===== src/rtl/encounter_controller.sv =====
// Game-flow controller: random wild encounters from grass steps, battle transition
// handshake, battle outcome bookkeeping (XP, level, evolution) and global game state.
module encounter_controller #(
  parameter logic [7:0] ENCOUNTER_THRESH = 8'd25,
  parameter logic [7:0] MIN_STEPS        = 8'd3,
  parameter logic [7:0] START_LEVEL      = 8'd5,
  parameter logic [7:0] XP_STEP          = 8'd10,
  parameter logic [7:0] EVOLVE_LEVEL     = 8'd16,
  parameter logic [7:0] EVOLVE_STEP      = 8'd20,
  parameter logic [7:0] EVOLVE_FRAMES    = 8'd120,
  parameter logic [7:0] TRANS_TIMEOUT    = 8'd60,
  parameter logic [7:0] LFSR_SEED        = 8'hA5
) (
  input  logic        clk_in,
  input  logic        rst_in,
  input  logic [10:0] hcount_in,
  input  logic [9:0]  vcount_in,
  input  logic        step_in,
  input  logic        in_grass_in,
  input  logic        trans_done_in,
  input  logic        battle_won_in,
  input  logic        battle_lost_in,
  input  logic [7:0]  xp_gain_in,
  output logic [2:0]  state_out,
  output logic        trans_start_out,
  output logic [7:0]  level_out,
  output logic [7:0]  xp_out,
  output logic        evolve_out
);

  localparam logic [2:0] ST_OVERWORLD  = 3'b001;
  localparam logic [2:0] ST_TRANSITION = 3'b010;
  localparam logic [2:0] ST_BATTLE     = 3'b100;
  localparam logic [2:0] ST_EVOLVE     = 3'b011;
  localparam logic [7:0] MAX_LEVEL     = 8'd100;

  logic [2:0] state_reg, state_next;
  logic [7:0] lfsr_reg, lfsr_next;
  logic       pix00_prev_reg;
  logic       tick_reg;
  logic [7:0] steps_reg, steps_next;
  logic [7:0] wd_reg, wd_next;
  logic [7:0] evo_cnt_reg, evo_cnt_next;
  logic [7:0] xp_reg, xp_next;
  logic [7:0] level_reg, level_next;
  logic [7:0] xp_req_reg, xp_req_next;
  logic [7:0] level_evolve_reg, level_evolve_next;
  logic       trans_start_reg, trans_start_next;
  logic       evolve_reg, evolve_next;

  logic       pix00;
  logic [7:0] steps_inc;
  logic [8:0] xp_sum;
  logic [7:0] xp_won;
  logic       level_up;
  logic [7:0] level_inc;
  logic [7:0] level_won;
  logic [8:0] xp_req_sum;
  logic [8:0] level_evolve_sum;
  logic [7:0] wd_inc;
  logic [7:0] evo_cnt_inc;

  // Fibonacci LFSR x^8+x^6+x^5+x^4+1, shifting toward the MSB
  assign lfsr_next[0] = lfsr_reg[7] ^ lfsr_reg[5] ^ lfsr_reg[4] ^ lfsr_reg[3];
  generate
    for (genvar gi = 1; gi < 8; gi++) begin : g_lfsr_shift
      assign lfsr_next[gi] = lfsr_reg[gi-1];
    end
  endgenerate

  assign pix00            = (hcount_in == 11'd0) && (vcount_in == 10'd0);
  assign steps_inc        = (steps_reg == 8'hFF) ? 8'hFF : steps_reg + 8'd1;
  assign xp_sum           = {1'b0, xp_reg} + {1'b0, xp_gain_in};
  assign xp_won           = xp_sum[8] ? 8'hFF : xp_sum[7:0];
  assign level_up         = (xp_won >= xp_req_reg);
  assign level_inc        = (level_reg >= MAX_LEVEL) ? MAX_LEVEL : level_reg + 8'd1;
  assign level_won        = level_up ? level_inc : level_reg;
  assign xp_req_sum       = {1'b0, xp_req_reg} + {1'b0, XP_STEP};
  assign level_evolve_sum = {1'b0, level_evolve_reg} + {1'b0, EVOLVE_STEP};
  assign wd_inc           = wd_reg + 8'd1;
  assign evo_cnt_inc      = evo_cnt_reg + 8'd1;

  always_ff @(posedge clk_in or negedge rst_in) begin
    if (!rst_in) begin
      state_reg        <= ST_OVERWORLD;
      lfsr_reg         <= LFSR_SEED;
      pix00_prev_reg   <= 1'b0;
      tick_reg         <= 1'b0;
      steps_reg        <= 8'd0;
      wd_reg           <= 8'd0;
      evo_cnt_reg      <= 8'd0;
      xp_reg           <= 8'd0;
      level_reg        <= START_LEVEL;
      xp_req_reg       <= XP_STEP;
      level_evolve_reg <= EVOLVE_LEVEL;
      trans_start_reg  <= 1'b0;
      evolve_reg       <= 1'b0;
    end else begin
      state_reg        <= state_next;
      lfsr_reg         <= lfsr_next;
      pix00_prev_reg   <= pix00;
      tick_reg         <= pix00 & ~pix00_prev_reg;
      steps_reg        <= steps_next;
      wd_reg           <= wd_next;
      evo_cnt_reg      <= evo_cnt_next;
      xp_reg           <= xp_next;
      level_reg        <= level_next;
      xp_req_reg       <= xp_req_next;
      level_evolve_reg <= level_evolve_next;
      trans_start_reg  <= trans_start_next;
      evolve_reg       <= evolve_next;
    end
  end

  // Next state together with the bookkeeping that changes on the same edge
  always_comb begin
    state_next        = state_reg;
    steps_next        = steps_reg;
    wd_next           = wd_reg;
    evo_cnt_next      = evo_cnt_reg;
    xp_next           = xp_reg;
    level_next        = level_reg;
    xp_req_next       = xp_req_reg;
    level_evolve_next = level_evolve_reg;
    case (state_reg)
      ST_OVERWORLD: begin
        if (step_in && in_grass_in) begin
          steps_next = steps_inc;
          if ((steps_inc >= MIN_STEPS) && (lfsr_reg < ENCOUNTER_THRESH)) begin
            state_next = ST_TRANSITION;
            steps_next = 8'd0;
            wd_next    = 8'd0;
          end
        end
      end
      ST_TRANSITION: begin
        if (tick_reg) begin
          wd_next = wd_inc;
        end
        if (trans_done_in || (tick_reg && (wd_inc >= TRANS_TIMEOUT))) begin
          state_next = ST_BATTLE;
        end
      end
      ST_BATTLE: begin
        if (battle_won_in) begin
          xp_next = xp_won;
          if (level_up) begin
            level_next  = level_inc;
            xp_req_next = xp_req_sum[8] ? 8'hFF : xp_req_sum[7:0];
          end
          if (level_won >= level_evolve_reg) begin
            state_next        = ST_EVOLVE;
            level_evolve_next = level_evolve_sum[8] ? 8'hFF : level_evolve_sum[7:0];
            evo_cnt_next      = 8'd0;
          end else begin
            state_next = ST_OVERWORLD;
          end
        end else if (battle_lost_in) begin
          state_next = ST_OVERWORLD;
        end
      end
      ST_EVOLVE: begin
        if (tick_reg) begin
          evo_cnt_next = evo_cnt_inc;
          if (evo_cnt_inc >= EVOLVE_FRAMES) begin
            state_next = ST_OVERWORLD;
          end
        end
      end
      default: state_next = ST_OVERWORLD;
    endcase
  end

  // Decoded outputs follow the next state so they register alongside it
  always_comb begin
    trans_start_next = (state_next == ST_TRANSITION);
    evolve_next      = (state_next == ST_EVOLVE);
  end

  assign state_out       = state_reg;
  assign trans_start_out = trans_start_reg;
  assign evolve_out      = evolve_reg;
  assign level_out       = level_reg;
  assign xp_out          = xp_reg;

endmodule


===== config.mk =====
export PLATFORM = sky130hd
export DESIGN_NAME = encounter_controller
export DESIGN_NICKNAME = d
export VERILOG_FILES = /design/src/rtl/encounter_controller.sv
export SDC_FILE = /design/constraint.sdc
export NUM_CORES = 1
export LEC_CHECK = 0
export ABC_AREA = 1
export BUFFER_PORTS_ARGS = -buffer_cell sky130_fd_sc_hd__buf_2
export CAP_MARGIN = 10
export CORE_MARGIN = 4
export CORE_UTILIZATION = 53
export CTS_CLUSTER_SIZE = 28
export DETAILED_ROUTE_END_ITERATION = 10
export PLACE_DENSITY = 0.79
export SETUP_SLACK_MARGIN = 0.02
export SLEW_MARGIN = 0
export SYNTH_ARGS = -nofsm -noshare
export SYNTH_HDL_FRONTEND = slang
export SYNTH_SLANG_ARGS = --single-unit

===== constraint.sdc =====
create_clock -name clk_in -period 4.49 [get_ports clk_in]
set_clock_uncertainty 0.15 [all_clocks]
set_input_delay 0.6735 -clock clk_in [delete_from_list [all_inputs] [get_ports clk_in]]
set_output_delay 0.6735 -clock clk_in [all_outputs]
set_load 0.005 [all_outputs]

-- Yosys cells after proc, flatten, opt, wreduce, memory -nomap -nowiden
Cells that the tools add are included.
- latch bits: 0
- bits in read-only memories: 0
- memories kept: 0
- flip-flop bits (word level): 71
- bits of input ports: 36
- word-level logic and storage cells: 84
- bits in writable memories: 0
- muxes and demuxes: 24
- order comparisons: 7
- shift-type cells: 0
- reduce and logical (&&, ||, !) cells: 15
- divide/modulo/power cells: 0
- bitwise logic cells: 5
- multiply operators: 0
- add/sub/neg operators: 7
- equal/unequal tests: 13
- operators by type and width (cell ; number):
    8-bit two-way mux ; 13
    8-bit by 1-bit adder with 8-bit output (second input constant) ; 4
    8-bit one-hot mux with 2 select lines ; 2
    3-bit two-way mux ; 7
    8-bit by 7-bit >= comparator with 1-bit output (second input constant) ; 2
    8-bit >= comparator ; 2
    3-bit by 2-bit == test with 1-bit output (second input constant) ; 4
    2-bit != test (second input constant) ; 6
    3-bit one-hot mux with 4 select lines ; 1
    11-bit zero test ; 1
    10-bit zero test ; 1
    8-bit by 4-bit adder with 9-bit output (second input constant) ; 1
    8-bit by 5-bit adder with 9-bit output (second input constant) ; 1
    8-bit by 8-bit adder with 9-bit output ; 1
    8-bit == test (second input constant) ; 1
    8-bit by 2-bit >= comparator with 1-bit output (second input constant) ; 1
    8-bit by 6-bit >= comparator with 1-bit output (second input constant) ; 1
    8-bit by 5-bit less-than comparator with 1-bit output (second input constant) ; 1
    4-bit AND reduction ; 2
    3-bit AND reduction ; 2
    1-bit logical AND ; 4
    2-bit AND reduction ; 2
    2-bit nonzero test ; 2
    3-bit by 1-bit == test with 1-bit output (second input constant) ; 1
    other kinds (6) ; 8

-- Logic depth before layout (Yosys ltp)
Gate-level depths: netlist of run 1.
- word-level depth: 9
- depth in mapped cells: 33
- depth with buffers taken out: 32

-- Worst setup path after synthesis of run 1
No wires, ideal clock.
- kind: in2reg
- start point: in xp_gain_in[0]
- end point: reg level_evolve_reg[6]
- path slack: -89 ps
- stages on the path: 28
- arrival: 4300 ps
- required time: 4211 ps
- cell sequence: ha_1 fa_1 nand2_1 inv_1 o21ai_1 nand2_1 a31oi_4 inv_1 or2_2 ha_1 a21oi_1 o21ai_0 nand2_1 nand3_1 buf_2 o21ai_0 inv_1 ha_1 inv_1 nor2_1 o21ai_0 nand2_1 nand2_1 o2111ai_1 nand2_2 inv_2 nand2_1 nand3_1
- cells in the longest elaborated chain, start to end: 6
- RTL lines (element ; RTL line ; RTL):
    start: declaration ; 23 ; input logic [7:0] xp_gain_in,
    8-bit by 8-bit adder with 9-bit output ; 73 ; assign xp_sum = {1'b0, xp_reg} + {1'b0, xp_gain_in};
    8-bit two-way mux ; 74 ; assign xp_won = xp_sum[8] ? 8'hFF : xp_sum[7:0];
    via xp_won[1] ; 54 ; logic [7:0] xp_won;
    8-bit >= comparator ; 75 ; assign level_up = (xp_won >= xp_req_reg);
    8-bit two-way mux ; -- ;
    via level_won[1] ; 57 ; logic [7:0] level_won;
    8-bit >= comparator ; 151 ; if (level_won >= level_evolve_reg) begin
    3-bit AND reduction (no source line) ; -- ;
    end signal: assignment ; 109 ; level_evolve_reg <= level_evolve_next;
    end: declaration ; 47 ; logic [7:0] level_evolve_reg, level_evolve_next;
The timed path passes the listed nets, and every way through them passes these cells.
A chain may end at the register's enable or synchronous reset.

-- Worst setup path in the final report of run 1
- start point: reg xp_reg[0] (netlist: xp_out[0])
- end point: reg level_evolve_reg[4]
- cells in the longest elaborated chain, start to end: 6
- RTL lines (element ; RTL line ; RTL):
    start: declaration ; 44 ; logic [7:0] xp_reg, xp_next;
    start signal: assignment ; 106 ; xp_reg <= xp_next;
    8-bit by 8-bit adder with 9-bit output ; 73 ;
    8-bit two-way mux ; 74 ;
    via xp_won[6] ; 54 ;
    8-bit >= comparator ; 75 ;
    8-bit two-way mux ; -- ;
    via level_won[3] ; 57 ;
    8-bit >= comparator ; 151 ;
    3-bit AND reduction (no source line) ; -- ;
The timed path passes the listed nets, and every way through them passes these cells.

==> impl_metrics.csv, run 1 <==
group,metric,value,unit
run_status,status,"finished, violations left",
run_status,violations,"setup timing",
power_and_ir_drop,power.density,254,nW/um2
final_layout,multi_input_area,2710,um2
final_layout,diodes,0,
global_route,antenna_found_initial,0,
global_route,grt_max_degree,49,
floorplan,dieArea,10200,um2
cts,cts_sinks,70,
global_route,grt_pass1_wl,18200,um
critical_path,crit_fanout,7,
detailed_routing,wl,11500,um
power_and_ir_drop,peakVddDrop,0.127,mV
sta,fmax,215,MHz
final_layout,fillers,653,
cts,numCtsBuffers,9,
sta,fin_hold_ws,144,ps
cts,cts-hold-fix-buffers,0,
final_layout,finalInstanceArea,5600,um2
cts,clk-insertion-delay-late,360,ps
cts,path_clk_slew,70,ps
final_layout,layout-drive-gt1-share,0.280,
sta,hold_viol,0,
sta,rsz0062_at_grt,"true",
cts,cts_buffer_depth,2,
power_and_ir_drop,pwr-share-comb,0.213,
cts,cts-root-buf,"clkbuf_8",
yosys,synth_compound_area_frac,0.0963,
final_layout,seq_area,1760,um2
critical_path,arrival,4770,ps
sta,slew_headroom,0.551,
cts,htreeDepth,3,
yosys,synthSimpleGateAreaFrac,0.310,
sta,period_share,1.03,
sta,setup-violations-final,16,
sta,setup_ws,-157,ps
yosys,synth_xor_area_frac,0.0363,
final_layout,nets,754,
power_and_ir_drop,p_leak,2.95,nW
yosys,yosys_warnings,0,
sta,slew_violations,0,
yosys,synth_cell_types,38,
sta,min_period,4650,ps
global_route,grt_use_total,0.219,
critical_path,required,4620,ps
hold_path,min-delay-path-class,"primary input to asynchronous set/reset pin",
power_and_ir_drop,swShare,0.292,
yosys,synth_top_family_by_area,"simple AND/OR/NAND/NOR gates",
detailed_routing,ant_nets,0,
power_and_ir_drop,total_power,1.42,mW
yosys,yosys.area_share.adder,0.0944,
floorplan,initial_core_util,0.552,
sta,max_slew.worst_pin.slew,669,ps
final_layout,area_growth,22.2,%
floorplan,die-width,101,um
placement,gp_congestion,0.876,
power_and_ir_drop,pwr-share-seq,0.456,
power_and_ir_drop,p_int,1.01,mW
power_and_ir_drop,p_switching,0.415,mW
detailed_routing,drtIter0Drc,191,
floorplan,core_area,8300,um2
yosys,synth_nets,665,
flow_run,maxCapViolCount,0,
placement,dpl_cell_area,5160,um2
global_route,grt_pass1_vias,4235,
placement,io_buffers,56,
yosys,seq_area_frac_synth,0.385,
floorplan,rows,33,
cts,cts_tree,"done",
yosys,netlist_instances,595,
global_route,grt_overflow,0,
critical_path,cp-start-kind,"register",
detailed_routing,drc,0,
detailed_routing,routedWlPerCell,14.5,um
floorplan,ioPinCount,57,
yosys,muxShareOfSynthArea,0,
power_and_ir_drop,p_clk_frac,0.331,
detailed_routing,vias_per_cell,5.56,
detailed_routing,dr.pass1.iters,4,
critical_path,worst_setup_path_end_kind,"register",
floorplan,die_y,101,um
placement,dp_hpwl,7910,um
detailed_routing,via_count,4418,
critical_path,crit_type,"register to register",
yosys,syn_avg_cell_area,7.70,um2
yosys,ys_ff_latch,70,
yosys,synth.cell_area,4580,um2
## power by group through the flow
stage          logic, mW  clock network [mW]  registers (mW)
6_report           0.303               0.470           0.649
3_5_place_dp       0.233                   0           0.660
4_1_cts            0.237               0.480           0.648
2_1_floorplan      0.138                   0           0.659
5_1_grt            0.337               0.506           0.650
3_3_place_gp       0.225                   0           0.660
## repair_timing
item                                    CTS  global route
pin swaps                                 1            27
endpoints found under the hold margin     0             0
endpoints found under the setup margin    7            17
cloned                                    0             1
gates resized for setup                   2            57
buffers inserted                          1             4
## per-stage QoR
stage	util	TNS, ps	std cells	setup WS (ps)
finish	0.675	-1180	794	-157
global route	0.675	-6210	794	-472
CTS	0.644	0	789	49.3
detailed placement	0.621	-5290	772	-374
global placement	0.621	-2930	772	-226
floorplan	-	0	595	58.9
## area by class of cell
type                       instances  share of cell area
multi-input combinational        433               0.483
clock buffer                      12              0.0277
timing repair inverter             1             0.00134
tap                              105              0.0234
inverter                          86              0.0581
sequential                        70               0.315
timing repair buffer              83              0.0875
clock inverter                     4             0.00402
## layout by cell type (no fill, tap or decap), types with 5 or more instances in the layout
cell	Yosys	final
ha_1	33	26
ha_4	0	6
nand2_2	8	18
nor2_4	4	6
nand3_1	49	40
nand2_4	3	5
dfstp_2	10	10
nand2_1	151	138
nor2_2	4	5
inv_1	75	73
clkbuf_8	0	11
xnor2_1	5	5
inv_2	11	12
buf_2	2	56
nand3_2	4	12
nand4_1	26	26
o21ai_0	38	25
nor2_1	34	31
o21ai_1	5	15
dfrtp_1	60	60
xor2_1	14	14
a21oi_1	16	14
nor3_1	14	14
buf_4	3	25
## logic make-up after synthesis
family,count (synthesis)
simple gates,305
fa+ha+maj,34
buf+inv,92
compound gates,75
flops,70
xor+xnor,19
## worst paths after layout
path	to	depth (start not counted)	slack (ps)	start
max in group asynchronous	state_out[2]	2	3030	rst_in
setup / recovery	level_evolve_reg[4]	27	-160	xp_out[0]
hold / removal	xp_out[5]	1	140	rst_in
min in group clk_in	lfsr_reg[7]	0	230	lfsr_reg[6]
setup reg to reg	level_evolve_reg[4]	27	-160	xp_out[0]
hold reg to reg	lfsr_reg[7]	0	230	lfsr_reg[6]
## layer usage
metal / vias up / part of all wire / track usage
met2: 168 / 0.49 / 0.371
met5: - / 0 / 0
li1: 2137 / - / -
met4: 0 / 0.029 / 0.0798
met1: 2077 / 0.41 / 0.279
met3: 36 / 0.064 / 0.0408
## critical path, stage by stage, from the launching register on
cell        delay [ps]
dfrtp_1            410
ha_2               220
fa_2               400
nand2_2             70
inv_2               40
o21ai_2            140
nand2_2            100
a31oi_4            250
buf_6              140
nand3_2             80
ha_1               320
nand2_2            100
nor2_4             110
nand4_1            160
buf_4              170
buf_4              130
nand4_1             90
nand2_1             80
inv_1              100
ha_4               210
a21oi_1            190
nand2_1            100
nand2_2            110
o2111ai_4          170
nand2_4            200
clkinvlp_4         150
nand2_1             80
nand3_1             80
## synthesized netlist by cell type (all sizes together)
cell / n / area (um2)
a31o: 1 / 8.76
o21bai: 1 / 7.51
nand3: 53 / 285
o22ai: 6 / 56.3
nand4: 26 / 163
nand2: 162 / 651
a22oi: 1 / 7.51
nor3: 15 / 80.1
ha: 33 / 413
a31oi: 3 / 33.8
fa: 1 / 20.0
o21a: 2 / 15.0
or2: 3 / 18.8
o21ai: 44 / 224
xor2: 14 / 123
nor4: 4 / 25.0
o2111ai: 1 / 8.76
clkbuf: 1 / 3.75
a21oi: 16 / 80.1
xnor2: 5 / 43.8
inv: 86 / 323
dfrtp: 60 / 1500
nor2: 42 / 198
buf: 5 / 32.5
dfstp: 10 / 263
Power figures use the tool's default switching activity.
==> inputs of run 2 (changes only) <==
--- a/config.mk
+++ b/config.mk
@@ -10,9 +10,9 @@
 export CAP_MARGIN = 10
 export CORE_MARGIN = 4
 export CORE_UTILIZATION = 53
-export CTS_CLUSTER_SIZE = 28
+export CTS_CLUSTER_SIZE = 14
 export DETAILED_ROUTE_END_ITERATION = 10
-export PLACE_DENSITY = 0.79
+export PLACE_DENSITY = 0.77
 export SETUP_SLACK_MARGIN = 0.02
 export SLEW_MARGIN = 0
 export SYNTH_ARGS = -nofsm -noshare
==> run 2 against run 1 <==
Effect of this change: the flow now finishes without violations; utilization increased by 0.091 points; sequential power about the same; design area increased by 0.13%; largest cell class unchanged; highest routed layer unchanged.
==> impl_metrics.csv, run 2 (synthesized netlist as in run 1, its figures left out) <==
group,metric,value,unit
flow_run,maxCapViolCount,0,
global_route,use_met1,0.272,
detailed_routing,wl,10800,um
final_layout,layout-drive-gt1-share,0.273,
critical_path,worst_setup_path_end_kind,"register",
run_status,status,"complete, no violations",
critical_path,r2r-start,"xp_out[0]",
detailed_routing,dr.pass1.iters,5,
critical_path,crit_fanout,7,
detailed_routing,vias_per_cell,5.51,
final_layout,fillers,670,
sta,setup-violations-final,0,
global_route,grt_use_met2,0.351,
sta,slew_headroom,0.560,
floorplan,die_y,101,um
final_layout,nets,754,
placement,gp_congestion,0.884,
final_layout,utilization,0.676,
cts,cts-root-buf,"clkbuf_8",
critical_path,required,4610,ps
cts,cts_sinks,70,
detailed_routing,drc,0,
power_and_ir_drop,power.density,251,nW/um2
floorplan,die-width,101,um
placement,dp_hpwl,7840,um
cts,cts_tree,"done",
global_route,top_usage_layer,"met2",
critical_path,crit_path_max_incr_delay,420,ps
power_and_ir_drop,p_leak,2.92,nW
sta,fmax,228,MHz
placement,io_buffers,56,
critical_path,arrival,4510,ps
sta,slew_violations,0,
detailed_routing,via_count,4372,
global_route,grt_util_met3,0.0388,
floorplan,dieArea,10200,um2
global_route,grt_pass1_wl,17600,um
hold_path,min-delay-path-class,"primary input to asynchronous set/reset pin",
global_route,grt_use_total,0.209,
global_route,grt_overflow,0,
critical_path,cp_num_buf_inv,6,
critical_path,crit_type,"register to register",
cts,cts_buffer_depth,2,
cts,clk-insertion-delay-late,350,ps
cts,htreeDepth,3,
critical_path,slowest_stage,"dfrtp_1",
floorplan,rows,33,
sta,max_slew.worst_pin.slew,660,ps
detailed_routing,routedWlPerCell,13.6,um
critical_path,cpMostUsedCell,"nand2_1",
final_layout,layout_common_cells,"nand2_1 (143), inv_1 (72), dfrtp_1 (60)",
cts,cts-hold-fix-buffers,0,
global_route,grt_max_degree,49,
cts,numCtsBuffers,9,
critical_path,cp-startpoint,"xp_out[0]",
sta,hold_viol,0,
power_and_ir_drop,total_power,1.41,mW
floorplan,initial_core_util,0.552,
floorplan,ioPinCount,57,
sta,setup-tns-final,0,ps
final_layout,diodes,0,
global_route,antenna_found_initial,0,
power_and_ir_drop,peakVddDrop,0.141,mV
floorplan,core_area,8300,um2
critical_path,cp-start-kind,"register",
cts,path_clk_slew,80,ps
detailed_routing,drtIter0Drc,198,
sta,period_share,0.978,
detailed_routing,ant_nets,0,
sta,rsz0062_at_grt,"true",
final_layout,area_growth,22.4,%
critical_path,crit_family,"simple AND/OR/NAND/NOR gates",
global_route,grt_pass1_vias,4101,
final_layout,layout_commonest_cell,"nand2_1",
sta,min_period,4390,ps
[run 2: changes by cell type in the layout (fill, tap and decap cells not counted), sizes merged]
| cell | change |
|---|---|
| buf | -1 |
| clkinv | -2 |
| clkinvlp | +3 |
[run 2: path summary, 6_finish.rpt]
check / to / slack [ps] / cells after the start
max: level_evolve_reg[4] / 100 / 27
min: xp_out[4] / 160 / 1
max reg2reg: level_evolve_reg[4] / 100 / 27
min reg2reg: lfsr_reg[2] / 230 / 0
max in group asynchronous: wd_reg[1] / 3040 / 2
min in group clk_in: lfsr_reg[2] / 230 / 0
[run 2: final cells by class]
class	count	area [um2]	area share
clock inverters	5	35.0	0.00624
repair buffers	83	517	0.0921
well taps	105	131	0.0234
clock buffers	11	141	0.0252
repair inverters	1	7.51	0.00134
multi-input cells	433	2690	0.479
flip-flops and latches	70	1760	0.314
inverters	86	325	0.0580
[run 2: metrics by stage]
| stage | area (um2) | instances | worst slack [ps] | hold slack (ps) |
|---|---|---|---|---|
| after floorplan | 4620 | 595 | 58.9 | 206 |
| after global placement | 5150 | 770 | -228 | 213 |
| after detailed placement | 5150 | 770 | -489 | 219 |
| after CTS | 5350 | 788 | 20.5 | 163 |
| after global routing | 5610 | 794 | -163 | 184 |
| final | 5610 | 794 | 97.6 | 163 |
[run 2: power breakdown]
part           leakage (nW)  switching (mW)  internal, mW
logic                  2.00           0.157         0.144
registers             0.847         0.00968         0.639
clock network        0.0776           0.243         0.214
total                  2.92           0.409         0.997
[run 2: per-layer routing]
| metal | vias up | share of wire |
|---|---|---|
| met5 | - | 0 |
| met4 | 0 | 0.017 |
| met3 | 22 | 0.056 |
| met2 | 131 | 0.49 |
| met1 | 2075 | 0.44 |
| li1 | 2144 | - |
[run 2: what timing repair did]
| item | CTS | global route |
|---|---|---|
| resized for setup | 3 | 48 |
| hold endpoints to repair | 0 | 0 |
| endpoints found under the setup margin | 16 | 17 |
| buffers inserted | 1 | 5 |
| gates cloned | 1 | 1 |
| pin swaps | 1 | 11 |
==> inputs of run 3 (changes only) <==
--- a/config.mk
+++ b/config.mk
@@ -9,7 +9,7 @@
 export BUFFER_PORTS_ARGS = -buffer_cell sky130_fd_sc_hd__buf_2
 export CAP_MARGIN = 10
 export CORE_MARGIN = 4
-export CORE_UTILIZATION = 53
+export CORE_UTILIZATION = 56
 export CTS_CLUSTER_SIZE = 14
 export DETAILED_ROUTE_END_ITERATION = 10
 export PLACE_DENSITY = 0.77
==> constraint.sdc (replaced) <==
create_clock -name clk_in -period 4.5 [get_ports clk_in]
set_clock_uncertainty 0.15 [all_clocks]
set_input_delay 0.45 -clock clk_in [delete_from_list [all_inputs] [get_ports clk_in]]
set_output_delay 0.45 -clock clk_in [all_outputs]
set_load 0.005 [all_outputs]
==> run 3 against run 2 <==
Effect of this change: cell count is 0.50% higher; non-clock buffer count is 7 higher; wire length is 8.5% higher; clock power is 2% higher; the flow now finishes with violations (hold timing); global-route usage is 0.64 points higher; total power is 3.5% higher.
==> impl_metrics.csv, run 3 (synthesized netlist as in run 1, its figures left out) <==
group,metric,value,unit
sta,max_slew.worst_pin.slew,697,ps
critical_path,required,4580,ps
flow_run,maxCapViolCount,0,
final_layout,area_growth,25.3,%
detailed_routing,via_count,4431,
placement,preCtsSetupSlack,-358,ps
cts,cts-root-buf,"clkbuf_8",
global_route,antenna_found_initial,0,
sta,slew_violations,0,
final_layout,layout_commonest_cell,"nand2_1",
final_layout,finalInstanceArea,5750,um2
cts,path_clk_slew,80,ps
sta,setup-violations-final,0,
detailed_routing,drc,0,
global_route,grt_pass1_vias,4024,
cts,clk-insertion-delay-late,350,ps
detailed_routing,vias_per_cell,5.55,
cts,cts_buffer_depth,2,
final_layout,fillers,593,
placement,dpl_cell_area,5110,um2
sta,rsz0062_at_grt,"true",
cts,numCtsBuffers,9,
run_status,status,"finished, violations left",
power_and_ir_drop,power.density,253,nW/um2
power_and_ir_drop,peakVddDrop,0.156,mV
critical_path,worst_setup_path_end_kind,"register",
detailed_routing,drtIter0Drc,310,
final_layout,final_cells,798,
cts,cts_tree,"done",
global_route,grt_max_degree,42,
final_layout,diodes,0,
sta,min_period,4440,ps
final_layout,layout_common_cells,"nand2_1 (135), inv_1 (70), dfrtp_1 (60)",
global_route,grt_use_total,0.216,
detailed_routing,ant_nets,0,
detailed_routing,wl,11700,um
sta,hold_viol,26,
sta,setup-tns-final,0,ps
floorplan,die_y,98.5,um
floorplan,ioPinCount,57,
placement,io_buffers,56,
critical_path,cp-start-kind,"register",
floorplan,core_area,7850,um2
cts,htreeDepth,3,
placement,numPlacedInstances,767,
global_route,grt_overflow,0,
critical_path,crit_type,"register to register",
hold_path,min-delay-path-class,"primary input to asynchronous set/reset pin",
final_layout,nets,761,
sta,slew_headroom,0.535,
floorplan,initial_core_util,0.584,
global_route,grt_pass1_wl,17500,um
power_and_ir_drop,p_leak,2.96,nW
detailed_routing,routedWlPerCell,14.6,um
detailed_routing,dr.pass1.iters,5,
sta,fin_hold_ws,-16.3,ps
sta,setup_ws,60.7,ps
placement,dp_hpwl,7850,um
floorplan,die-width,98.5,um
placement,gp_congestion,0.902,
cts,cts_sinks,70,
floorplan,rows,32,
final_layout,utilization,0.732,
power_and_ir_drop,total_power,1.46,mW
critical_path,crit_fanout,7,
final_layout,layout-drive-gt1-share,0.296,
run_status,violations,"hold timing",
critical_path,arrival,4520,ps
floorplan,dieArea,9700,um2
sta,period_share,0.987,
sta,fmax,225,MHz
[run 3: path summary, 6_finish.rpt]
kind / from / endpoint / slack, ps / cells after the start
worst max-delay path: xp_out[0] / level_evolve_reg[6] / 60 / 25
worst min-delay path: rst_in / xp_out[6] / -20 / 1
worst max register to register: xp_out[0] / level_evolve_reg[6] / 60 / 25
worst min register to register: lfsr_reg[1] / lfsr_reg[2] / 230 / 0
max in group asynchronous: rst_in / state_out[0] / 3220 / 2
min in group clk_in: battle_lost_in / state_out[2] / 160 / 2
[run 3: cell type report]
cell class              instances  area, um2  share of cell area
multi-input cells             433       2800               0.488
flip-flops and latches         70       1760               0.307
repair buffers                 90        547              0.0952
inverters                      86        325              0.0566
clock buffers                  14        163              0.0283
well taps                     102        128              0.0222
clock inverters                 2       10.0             0.00174
repair inverters                1       7.51             0.00131
[run 3: power breakdown]
group	leakage (nW)	total [mW]	internal (mW)	switching, mW
clock	0.0905	0.466	0.229	0.236
sequential	0.847	0.647	0.637	0.00914
combinational	2.02	0.344	0.162	0.182
total	2.96	1.46	1.03	0.427
[run 3: metal layers]
metal,routed length (um),track usage,vias up
li1,-,-,2162
met1,5000,0.285,2058
met2,5710,0.363,183
met3,703,0.0297,28
met4,277,0.0767,0
met5,0,0,-
[run 3: critical path: stages, from the launching register on]
cell and delay, ps:
dfrtp_1 390, ha_2 180, fa_2 350, nand2_2 90
inv_2 40, o21ai_2 160, nand2_2 100, a31oi_4 210
buf_6 160, nand2_2 70, ha_4 230, a21oi_1 200
o21ai_1 110, nand2_1 150, nand3_4 130, buf_4 160
buf_4 120, buf_4 130, o21ai_2 90, inv_1 70
ha_4 260, nand4_1 160, o2111ai_4 160, nand2_4 150
o21ai_1 180, nand3_1 80
[run 3: timing repair]
item                                   in CTS  in global routing
endpoints found under the hold margin       0                  0
pin swaps                                   5                 23
hold buffers                                0                  0
buffers inserted                            3                 11
resized for setup                           9                 70
gates cloned                                1                  0
setup endpoints to repair                  17                 17
